===== config.mk =====
export PLATFORM = sky130hd
export DESIGN_NAME = regfile_wordline_nw
export DESIGN_NICKNAME = d
export VERILOG_FILES = /design/src/rtl/regfile_wordline_nw.sv
export SDC_FILE = /design/constraint.sdc
export NUM_CORES = 1
export LEC_CHECK = 0
export BUFFER_PORTS_ARGS = -buffer_cell sky130_fd_sc_hd__buf_2
export CAP_MARGIN = 20
export CELL_PAD_IN_SITES_DETAIL_PLACEMENT = 1
export CELL_PAD_IN_SITES_GLOBAL_PLACEMENT = 1
export CORE_ASPECT_RATIO = 0.7
export CORE_MARGIN = 4
export CORE_UTILIZATION = 47
export DETAILED_ROUTE_END_ITERATION = 10
export GPL_TIMING_DRIVEN = 0
export PLACE_DENSITY = 0.77
export SLEW_MARGIN = 25
export SYNTH_ARGS = -nofsm -noshare
export SYNTH_HDL_FRONTEND = slang
export SYNTH_SLANG_ARGS = --single-unit

===== constraint.sdc =====
create_clock -name clk -period 1.55 [get_ports clk]
set_input_delay 0.155 -clock clk [delete_from_list [all_inputs] [get_ports clk]]
set_output_delay 0.155 -clock clk [all_outputs]
set_load 0.005 [all_outputs]

===== src/rtl/regfile_wordline_nw.sv =====
// Register file: one-hot write wordline, two read ports with write-to-read bypass.
// Read latency 0 (READ_REG=0) or 1 (READ_REG=1); no backpressure, a write is accepted every cycle.
module regfile_wordline_nw #(
  parameter int ADDR_W   = 4,
  parameter int DATA_W   = 16,
  parameter int ZERO_R0  = 1,
  parameter int READ_REG = 0
) (
  input  logic                   clk,
  input  logic                   rst_n,
  input  logic                   WriteReg,
  input  logic [ADDR_W-1:0]      DstReg,
  input  logic [DATA_W-1:0]      DstData,
  input  logic [ADDR_W-1:0]      SrcReg1,
  input  logic [ADDR_W-1:0]      SrcReg2,
  output logic [DATA_W-1:0]      SrcData1,
  output logic [DATA_W-1:0]      SrcData2,
  output logic [(2**ADDR_W)-1:0] Wordline
);

  localparam int N = 2 ** ADDR_W;

  logic [DATA_W-1:0] rf [N];
  logic [DATA_W-1:0] rd1;
  logic [DATA_W-1:0] rd2;
  logic              byp1;
  logic              byp2;
  logic              src1_zero;
  logic              src2_zero;

  for (genvar i = 0; i < N; i++) begin : g_wl
    assign Wordline[i] = WriteReg && (DstReg == ADDR_W'(i));
  end

  // R0 is tied off when hardwired to zero; the wordline still fires but nothing stores it.
  for (genvar i = 0; i < N; i++) begin : g_reg
    if ((ZERO_R0 != 0) && (i == 0)) begin : g_zero
      assign rf[i] = '0;
    end else begin : g_flop
      logic [DATA_W-1:0] q;
      always_ff @(posedge clk or negedge rst_n) begin
        if (!rst_n) begin
          q <= '0;
        end else if (Wordline[i]) begin
          q <= DstData;
        end
      end
      assign rf[i] = q;
    end
  end

  assign src1_zero = (ZERO_R0 != 0) && (SrcReg1 == '0);
  assign src2_zero = (ZERO_R0 != 0) && (SrcReg2 == '0);
  assign byp1      = WriteReg && (DstReg == SrcReg1) && !src1_zero;
  assign byp2      = WriteReg && (DstReg == SrcReg2) && !src2_zero;

  always_comb begin
    rd1 = byp1 ? DstData : rf[SrcReg1];
    rd2 = byp2 ? DstData : rf[SrcReg2];
  end

  if (READ_REG != 0) begin : g_rd_reg
    always_ff @(posedge clk or negedge rst_n) begin
      if (!rst_n) begin
        SrcData1 <= '0;
        SrcData2 <= '0;
      end else begin
        SrcData1 <= rd1;
        SrcData2 <= rd2;
      end
    end
  end else begin : g_rd_comb
    assign SrcData1 = rd1;
    assign SrcData2 = rd2;
  end

endmodule


==> impl_metrics.csv, run 1 <==
group,metric,value,unit
layout,final_common_cell,"mux2_2",
pwr,switchingPower,6.39,mW
placement,postPlaceCellArea,14900,µm²
sta,worst_slew_pin_slew,0.695,ns
synthesis,synth_area_leaders,"dfrtp_1, mux2_2, mux4_2",
layout,design_area,17000,µm²
pwr,sw_frac_of_total,29.6,%
detailed_routing,drt-pass1-iter-count,5,
worst_hold_path,hp-class,"in2reg",
synthesis,synth_fp_nets,979,
floorplan,io_pins,79,
sta,skew,0,ns
layout,fin_nets,1148,
synthesis,synthDistinctLibCells,40,
synthesis,ys_seq_elements,240,
pwr,p_comb_share,29.0,%
detailed_routing,viasPerCell,6.49,
sta,finalHoldViolCount,0,
synthesis,yosysSeqAreaShare,43.3,%
clock_network,root_buffer,"clkbuf_16",
floorplan,core,29000,µm²
clock_network,cts_buffer_depth,3,
detailed_routing,drt-total-wl,48600,µm
placement,dpl.hpwl,30800,µm
clock_network,clk_latency,0.54,ns
floorplan,dieArea,32300,µm²
layout,diodes,0,
pwr,p_int,15.2,mW
grt,antenna_found_initial,1,
setup_path,r2r_start,"g_reg[13].g_flop.q[1]",
floorplan,die_x,213,µm
clock_network,clk_pin_slew,0.06,ns
synthesis,yosysTopAreaCell,"dfrtp_1",
layout,nFillCells,2717,
layout,area_growth_syn_to_layout,22.7,%
status,violations,"negative setup slack",
layout,final_util,58.7,%
layout,layout-drive-gt1-share,61.3,%
pwr,p_leak,7.36,nW
clock_network,htreeDepth,1,
synthesis,syn_area,13900,µm²
worst_hold_path,hold_start,"DstData[7]",
worst_hold_path,worstHoldPathCells,2,
synthesis,avgSynthCellArea,14.6,µm²
grt,overflow,0,
detailed_routing,drc,0,
detailed_routing,drtAntennaViolNets,0,
grt,grt_max_degree,87,
layout,top_regs,"g.g_flop.q: 240 flops",
setup_path,crit_slowest_cell,"mux4_4",
pwr,power_density,1270,nW/µm²
sta,setup_viol,32,
setup_path,worstPathArrival,2.34,ns
setup_path,rrSetupSlack,0.45,ns
grt,grt_pass1_wl,70500,µm
setup_path,crit_family,"multiplexers",
flow_run,maxCapViolations,0,
sta,tns,-23.57,ns
setup_path,r2r_end,"g_reg[13].g_flop.q[1]",
sta,rsz0062_at_grt,"true",
clock_network,numClockSinks,240,
synthesis,synthCells,948,
setup_path,worstPathRequired,1.39,ns
layout,mostFrequentLayoutCells,"mux2_2, dfrtp_1, mux4_2, buf_2, buf_4",
setup_path,critPathMaxFanout,2,
pwr,sequentialPowerShare,41.3,%
sta,relSlewSlack,53.7,%
worst_hold_path,holdPathEnd,"g_reg[14].g_flop.q[7]",
clock_network,cts_buffers,26,
setup_path,cp-end-kind,"primary output",
setup_path,reg2reg_depth,4,
detailed_routing,dr_total_vias,9839,
setup_path,path_buf_inv,1,
detailed_routing,drtIter0Drc,921,
setup_path,crit_path_start_kind,"register",
layout,top_register,"g.g_flop.q",
sta,worst_hold_slack,0.0375,ns
pwr,p_clk_share,29.8,%
synthesis,yosysWarnings,0,
grt,grt_pass1_vias,10270,
setup_path,crit_path_start,"g_reg[14].g_flop.q[4]",
setup_path,crit_path_cell_trace,"mux4_4 > mux2i_1 > a211oi_1 > mux2_4 > buf_6",
placement,place_congestion,0.871,
floorplan,rows,52,
status,status,"finished, violations left",
setup_path,cpPeakStageDelay,0.62,ns
setup_path,critPathKind,"reg2out",
detailed_routing,detail_route.wl_per_cell,32.1,µm
placement,port_buffers,74,
sta,min_period_over_period,161,%
sta,fmax,401,MHz
sta,post-route-min-period,2.50,ns
placement,place_ws,-0.984,ns
pwr,peakVddDrop,967,µV
grt,grt_usage,29.8,%
layout,largest_reg_flops,240,
clock_network,cts_tree,"done",
floorplan,die_h,152,µm
floorplan,start_util,47.9,%
sta,finalWorstSetupSlack,-0.946,ns
sta,drv_slew,0,
synthesis,synth_top_area_share,43.3,%
[stage by stage]
step | power, mW | instances
floorplan | 12.2 | 948
global placement | 13.7 | 1400
detailed placement | 14.0 | 1402
CTS | 21.2 | 1506
global route | 22.4 | 1515
finish | 21.6 | 1515
[layer usage]
metal  share of wire (%)  track usage, %  vias to the layer above
met5                   0               0                        -
met2                  44            44.4                      430
met1                  44            41.7                     5343
met4                 2.1            6.62                        0
met3                  10            11.8                       66
li1                    -               -                     4000
[worst max path at each step]
stage	to	slack, ns	cells past startpoint
floorplan	SrcData2[10]	-0.07	7
global placement	g_reg[5].g_flop.q[9]	-4.18	1
detailed placement	SrcData1[5]	-0.98	7
CTS	SrcData2[4]	-0.88	5
global route	SrcData2[4]	-0.97	5
finish	SrcData2[4]	-0.95	5
[Yosys cell counts]
cell and count:
mux2_2 285, dfrtp_1 240, mux4_2 63, a221oi_1 31
mux4_1 31, buf_2 25, or3_1 22, clkbuf_1 19
nor2b_1 19, mux2_4 18, nor2_1 18, nor3_1 18
a31oi_1 17, mux2i_1 17, nand2_1 17, a211oi_1 15
buf_6 12, clkbuf_8 11, nor2_2 9, buf_4 8
buf_1 7, clkdlybuf4s15_1 7, xnor2_1 6, inv_1 5
or2_1 4, buf_8 3, nand2b_1 3, nand3_1 3
and2_1 2, nand3b_1 2, nand4_1 2, a21oi_1 1
a21oi_2 1, a221oi_2 1, a2bb2oi_1 1, and2b_2 1
clkbuf_2 1, mux4_4 1, or2_2 1, or3b_4 1
[repair_timing]
| action | 4_1_cts | 5_1_grt |
|---|---|---|
| endpoints found under the setup margin | 109 | 126 |
| resized for setup | 133 | 51 |
| buffers inserted | 45 | 8 |
| cloned | 0 | 1 |
| pin swaps | 45 | 25 |
| hold endpoints to repair | 148 | 0 |
| hold buffers | 15 | 0 |
[cell type report]
cell class	count	area, µm²	share of cell area (%)
inverters	5	18.8	0.110
clock inverters	9	70.1	0.412
clock buffers	39	801	4.71
well taps	378	473	2.78
plain buffers	89	769	4.52
repair buffers	145	1180	6.94
flip-flops and latches	240	6010	35.3
multi-input cells	610	7690	45.2
[power groups by stage]
stage | Sequential [mW] | Combinational (mW) | Clock, mW
floorplan | 8.48 | 3.73 | 0
detailed placement | 8.93 | 5.04 | 0
global route | 9.06 | 6.61 | 6.76
CTS | 8.82 | 5.91 | 6.50
global placement | 8.83 | 4.85 | 0
finish | 8.91 | 6.26 | 6.44
[cell families after synthesis]
logic type | after synthesis | share of synthesized area (%)
buf+inv | 98 | 5.11
flops | 240 | 43.3
compound gates | 67 | 3.81
simple gates | 122 | 4.76
xor+xnor | 6 | 0.379
mux | 415 | 42.6
Note: power is estimated with default switching activity, not from simulation.
==> inputs of run 2 (changes only) <==
--- a/config.mk
+++ b/config.mk
@@ -11,10 +11,11 @@
 export CELL_PAD_IN_SITES_GLOBAL_PLACEMENT = 1
 export CORE_ASPECT_RATIO = 0.7
 export CORE_MARGIN = 4
-export CORE_UTILIZATION = 47
+export CORE_UTILIZATION = 49
+export CTS_BUF_LIST = sky130_fd_sc_hd__clkbuf_2
 export DETAILED_ROUTE_END_ITERATION = 10
 export GPL_TIMING_DRIVEN = 0
-export PLACE_DENSITY = 0.77
+export PLACE_DENSITY = 0.8
 export SLEW_MARGIN = 25
 export SYNTH_ARGS = -nofsm -noshare
 export SYNTH_HDL_FRONTEND = slang
==> run 2 against run 1 <==
First-iteration DRC count increased by 49%. Clock power decreased by 30%. Clock-buffer cell count increased by 49. Worst setup slack got worse by 0.42 ns. Sequential power increased by 1%. Die area decreased by 3.9%. Via count increased by 12%. Routed wire length increased by 16%. Core utilization increased by 3.0 points. Highest routed layer unchanged. The flow still finishes with violations (negative setup slack). Fmax decreased by 15%. Non-clock buffer count increased by 55.
==> impl_metrics.csv, run 2 (synthesis gave the netlist of run 1 again) <==
group,metric,value,unit
grt,grt_pass1_vias,11511,
detailed_routing,wl_met3,6670,µm
pwr,p_leak,7.58,nW
placement,postPlaceCellArea,14900,µm²
detailed_routing,dr_wl_met2,25400,µm
sta,skew,0,ns
placement,dpl.hpwl,31400,µm
clock_network,clk_latency,0.95,ns
setup_path,crit_path_start_kind,"register",
floorplan,die_h,149,µm
placement,place_congestion,0.881,
clock_network,root_buffer,"clkbuf_2",
detailed_routing,drtIter0Drc,1376,
detailed_routing,drt-total-wl,56400,µm
status,violations,"negative setup slack",
setup_path,worstPathArrival,2.77,ns
floorplan,start_util,49.8,%
detailed_routing,drc,0,
layout,area_growth_syn_to_layout,24.0,%
sta,setup_viol,69,
floorplan,die_x,209,µm
detailed_routing,viasPerCell,6.77,
detailed_routing,wl_met1,22300,µm
setup_path,cp-end-kind,"primary output",
layout,final_cells,1622,
status,status,"finished, violations left",
floorplan,dieArea,31100,µm²
sta,post-route-min-period,2.92,ns
flow_run,maxCapViolations,0,
layout,seqCellArea,6010,µm²
clock_network,numClockSinks,240,
layout,largest_reg_flops,240,
layout,top_register,"g.g_flop.q",
detailed_routing,drtAntennaViolNets,0,
detailed_routing,dr_total_vias,10985,
sta,worst_slew_pin_slew,1.16,ns
detailed_routing,detail_route.wl_per_cell,34.8,µm
sta,finalWorstSetupSlack,-1.37,ns
pwr,peakVddDrop,588,µV
floorplan,core,27800,µm²
layout,multi_input_area,7730,µm²
sta,relSlewSlack,22.4,%
sta,tns,-41.65,ns
clock_network,cts_tree,"done",
setup_path,worstPathRequired,1.39,ns
sta,rsz0062_at_grt,"true",
grt,grt_pass1_wl,78900,µm
grt,grt_usage,34.4,%
layout,fin_nets,1236,
layout,layout-drive-gt1-share,61.2,%
setup_path,critPathMaxFanout,2,
layout,final_common_cell,"mux2_2",
layout,nFillCells,2703,
grt,grt_max_degree,90,
placement,dp.cells,1396,
sta,fmax,342,MHz
sta,finalHoldViolCount,0,
floorplan,rows,51,
sta,min_period_over_period,188,%
grt,antenna_found_initial,3,
layout,top_regs,"g.g_flop.q: 240 flops",
clock_network,htreeDepth,2,
detailed_routing,top_layer,"met4",
sta,drv_slew,0,
floorplan,io_pins,79,
clock_network,clk_pin_slew,0.15,ns
placement,port_buffers,74,
pwr,power,20.2,mW
placement,place_ws,-0.930,ns
layout,design_area,17200,µm²
setup_path,critPathKind,"reg2out",
grt,overflow,0,
pwr,power_density,1170,nW/µm²
detailed_routing,drt-pass1-iter-count,7,
layout,mostFrequentLayoutCells,"mux2_2, dfrtp_1, clkbuf_2, mux4_2, buf_2",
clock_network,cts_buffer_depth,3,
worst_hold_path,hp-class,"in2reg",
clock_network,cts_buffers,59,
[run 2: changes by cell type in the layout (fill, tap and decap cells not counted), sizes merged, moves of 2 or more]
cell          change
clkinv            +6
diode             +2
dlymetal6s4s      +2
clkbuf           +50
buf              +10
dlygate4sd3      +43
inv               +3
[run 2: stage by stage]
step / hold WS, ns / util [%]
2_1_floorplan: -0.141 / -
3_3_place_gp: 0.502 / 53.2
3_5_place_dp: 0.0195 / 53.6
4_1_cts: 0.00344 / 59.5
5_1_grt: 0.0541 / 61.8
6_report: 0.112 / 61.8
[run 2: worst max-delay path, cell delays in order, from the launching register on]
cell      delay, ns
dfrtp_1        0.40
mux4_4         0.63
mux2i_4        0.19
a211oi_2       0.09
mux2_4         0.31
buf_6          0.12
[run 2: worst paths after layout]
check / slack (ns) / cells past startpoint / from / endpoint
worst max-delay path: -1.37 / 5 / g_reg[15].g_flop.q[4] / SrcData2[4]
worst min-delay path: 0.11 / 6 / DstReg[2] / g_reg[5].g_flop.q[12]
worst max register to register: 0.13 / 2 / g_reg[3].g_flop.q[4] / g_reg[3].g_flop.q[4]
worst min register to register: 0.54 / 1 / g_reg[11].g_flop.q[8] / g_reg[11].g_flop.q[8]
max in group asynchronous: 0.35 / 6 / rst_n / g_reg[5].g_flop.q[7]
min in group asynchronous: 0.19 / 4 / rst_n / g_reg[3].g_flop.q[4]
[run 2: area by class of cell]
cell class	count	share of cell area [%]
antenna	2	0.0291
tap	371	2.70
sequential	240	34.9
clock inverter	17	0.408
inverter	5	0.109
multi-input combinational	610	45.0
buffer	89	4.46
timing repair buffer	200	9.80
clock buffer	88	2.56
[run 2: what timing repair did]
action / 4_1_cts / 5_1_grt
pin swaps: 43 / 20
hold endpoints to repair: 431 / 93
buffers inserted: 34 / 28
endpoints found under the setup margin: 47 / 78
gates cloned: 0 / 0
hold buffers: 52 / 12
gates resized for setup: 102 / 87
[run 2: power breakdown]
group / internal (mW) / switching [mW]
registers: 7.71 / 1.30
logic: 3.87 / 2.78
clock network: 1.52 / 3.00
[run 2: layer usage]
layer | up-vias | track usage [%]
met5 | - | 0
met4 | 0 | 13.4
met3 | 153 | 10.6
met2 | 761 | 50.8
met1 | 5852 | 48.0
li1 | 4219 | -
==> inputs of run 3 (changes only) <==
--- a/config.mk
+++ b/config.mk
@@ -11,11 +11,10 @@
 export CELL_PAD_IN_SITES_GLOBAL_PLACEMENT = 1
 export CORE_ASPECT_RATIO = 0.7
 export CORE_MARGIN = 4
-export CORE_UTILIZATION = 49
+export CORE_UTILIZATION = 58
 export CTS_BUF_LIST = sky130_fd_sc_hd__clkbuf_2
 export DETAILED_ROUTE_END_ITERATION = 10
-export GPL_TIMING_DRIVEN = 0
-export PLACE_DENSITY = 0.8
+export PLACE_DENSITY = 0.88
 export SLEW_MARGIN = 25
 export SYNTH_ARGS = -nofsm -noshare
 export SYNTH_HDL_FRONTEND = slang
==> constraint.sdc (replaced) <==
create_clock -name clk -period 3.5 [get_ports clk]
set_input_delay 0.35 -clock clk [delete_from_list [all_inputs] [get_ports clk]]
set_output_delay 0.35 -clock clk [all_outputs]
set_load 0.005 [all_outputs]
==> run 3 against run 2 <==
The run now ends clean. Routed wire length decreased by 23%. Register-to-register slack improved by 2.5 ns. First-iteration DRC count decreased by 25%. Clock-buffer cell count decreased by 11. Critical path depth unchanged. Highest routed layer unchanged.
==> impl_metrics.csv, run 3 (synthesis gave the netlist of run 1 again) <==
group,metric,value,unit
status,status,"finished, final reports clean",
pwr,peakVddDrop,208,µV
layout,final_cells,1408,
setup_path,worstPathArrival,2.83,ns
floorplan,core,23600,µm²
pwr,p_leak,6.59,nW
sta,fmax,315,MHz
layout,largest_reg_flops,240,
detailed_routing,drc,0,
detailed_routing,dr_total_vias,9671,
detailed_routing,viasPerCell,6.87,
layout,multi_input_area,7150,µm²
floorplan,io_pins,79,
sta,worst_slew_pin_slew,0.982,ns
clock_network,cts_buffer_depth,3,
flow_run,maxCapViolations,0,
setup_path,crit_path_start_kind,"register",
grt,grt_usage,33.5,%
detailed_routing,detail_route.wl_per_cell,30.7,µm
grt,grt_pass1_vias,10628,
layout,fin_nets,1080,
placement,dpl.hpwl,27200,µm
setup_path,cp-end-kind,"primary output",
placement,port_buffers,78,
floorplan,rows,47,
layout,final_common_cell,"mux2_2",
setup_path,critPathKind,"reg2out",
detailed_routing,drt-pass1-iter-count,6,
sta,tns,0,ns
setup_path,worstPathRequired,3.15,ns
detailed_routing,drt-total-wl,43300,µm
clock_network,numClockSinks,240,
sta,finalHoldViolCount,0,
layout,area_growth_syn_to_layout,8.16,%
layout,layout-drive-gt1-share,53.5,%
floorplan,start_util,58.8,%
floorplan,dieArea,26500,µm²
sta,drv_slew,0,
grt,antenna_found_initial,1,
floorplan,die_h,137,µm
setup_path,crit_path_cell_trace,"mux4_4 > mux2i_1 > a211oi_1 > mux2_2 > buf_2",
clock_network,cts_tree,"done",
setup_path,cpPeakStageDelay,0.62,ns
sta,rsz0062_at_grt,"false",
layout,top_regs,"g.g_flop.q: 240 flops",
worst_hold_path,hp-class,"in2async",
layout,top_register,"g.g_flop.q",
layout,seqCellArea,6010,µm²
pwr,power_density,533,nW/µm²
clock_network,clk_latency,0.87,ns
detailed_routing,drtIter0Drc,1036,
clock_network,root_buffer,"clkbuf_2",
pwr,power,7.98,mW
clock_network,clk_pin_slew,0.13,ns
setup_path,rrSetupSlack,2.65,ns
clock_network,cts_buffers,57,
grt,overflow,0,
sta,post-route-min-period,3.18,ns
setup_path,critPathMaxFanout,3,
setup_path,crit_slowest_cell,"mux4_4",
clock_network,htreeDepth,2,
floorplan,die_x,193,µm
sta,min_period_over_period,90.8,%
sta,setup_viol,0,
detailed_routing,drtAntennaViolNets,0,
grt,grt_pass1_wl,65900,µm
layout,nFillCells,2258,
sta,relSlewSlack,34.5,%
layout,mostFrequentLayoutCells,"mux2_2, dfrtp_1, clkbuf_2, buf_2, mux4_2",
grt,grt_max_degree,108,
sta,skew,0,ns
placement,place_congestion,0.814,
placement,dp.cells,1291,
[run 3: cell types whose count changed in the layout (fill, tap and decap cells not counted), moves of 19 or more]
| cell | previous run | this run |
|---|---|---|
| buf_6 | 42 | 0 |
| dlygate4sd3_1 | 58 | 17 |
| mux2_2 | 257 | 285 |
| mux2_4 | 46 | 18 |
| buf_4 | 62 | 37 |
| clkbuf_1 | 19 | 0 |
[run 3: critical path: cells and delay by family, from the launching register on]
family	cells	cell delay, ns
muxes	3	1.14
buffers and inverters	1	0.13
AOI/OAI and AO/OA	1	0.16
DFF	1	0.43
[run 3: timing repair]
item | in CTS | in global routing
setup endpoints to repair | 0 | 0
endpoints found under the hold margin | 343 | 0
hold buffers | 17 | 0
resized for setup | 0 | 0
buffers inserted | 0 | 0
[run 3: where the power goes]
| part | internal, mW | switching, mW |
|---|---|---|
| sequential | 3.42 | 0.572 |
| combinational | 1.32 | 0.860 |
| clock | 0.605 | 1.21 |
[run 3: layout make-up]
class,instances,area share (%)
Inverter,5,0.125
Clock inverter,22,0.626
Antenna cell,1,0.0167
Multi-Input combinational cell,610,47.7
Clock buffer,77,2.57
Timing Repair Buffer,135,6.26
Sequential cell,240,40.1
Tap cell,318,2.65
[run 3: layer usage]
layer | vias up | track usage (%) | part of all wire, %
met4 | 0 | 18.7 | 5.7
met2 | 529 | 51.7 | 47
met5 | - | 0 | 0
li1 | 3905 | - | -
met3 | 190 | 8.59 | 8.2
met1 | 5047 | 43.6 | 39
[run 3: worst paths after layout]
check / startpoint / end / cells after the start
setup / recovery: g_reg[14].g_flop.q[4] / SrcData2[4] / 5
hold / removal: rst_n / g_reg[2].g_flop.q[3] / 2
setup reg to reg: g_reg[12].g_flop.q[9] / g_reg[12].g_flop.q[9] / 1
hold reg to reg: g_reg[4].g_flop.q[1] / g_reg[4].g_flop.q[1] / 1
max in group asynchronous: rst_n / g_reg[9].g_flop.q[3] / 3
min in group clk: DstReg[2] / g_reg[3].g_flop.q[13] / 4
[run 3: stage by stage]
step                      setup slack [ns]  instance area, µm²  hold WS, ns  util, %
after floorplan                       1.45               13900       0.0544        -
after global placement               0.638               14300        0.480     60.8
after detailed placement             0.584               14300        0.477     60.8
after CTS                            0.263               15000      0.00299     63.6
after global routing                 0.258               15000       0.0839     63.6
final                                0.323               15000       0.0808     63.6
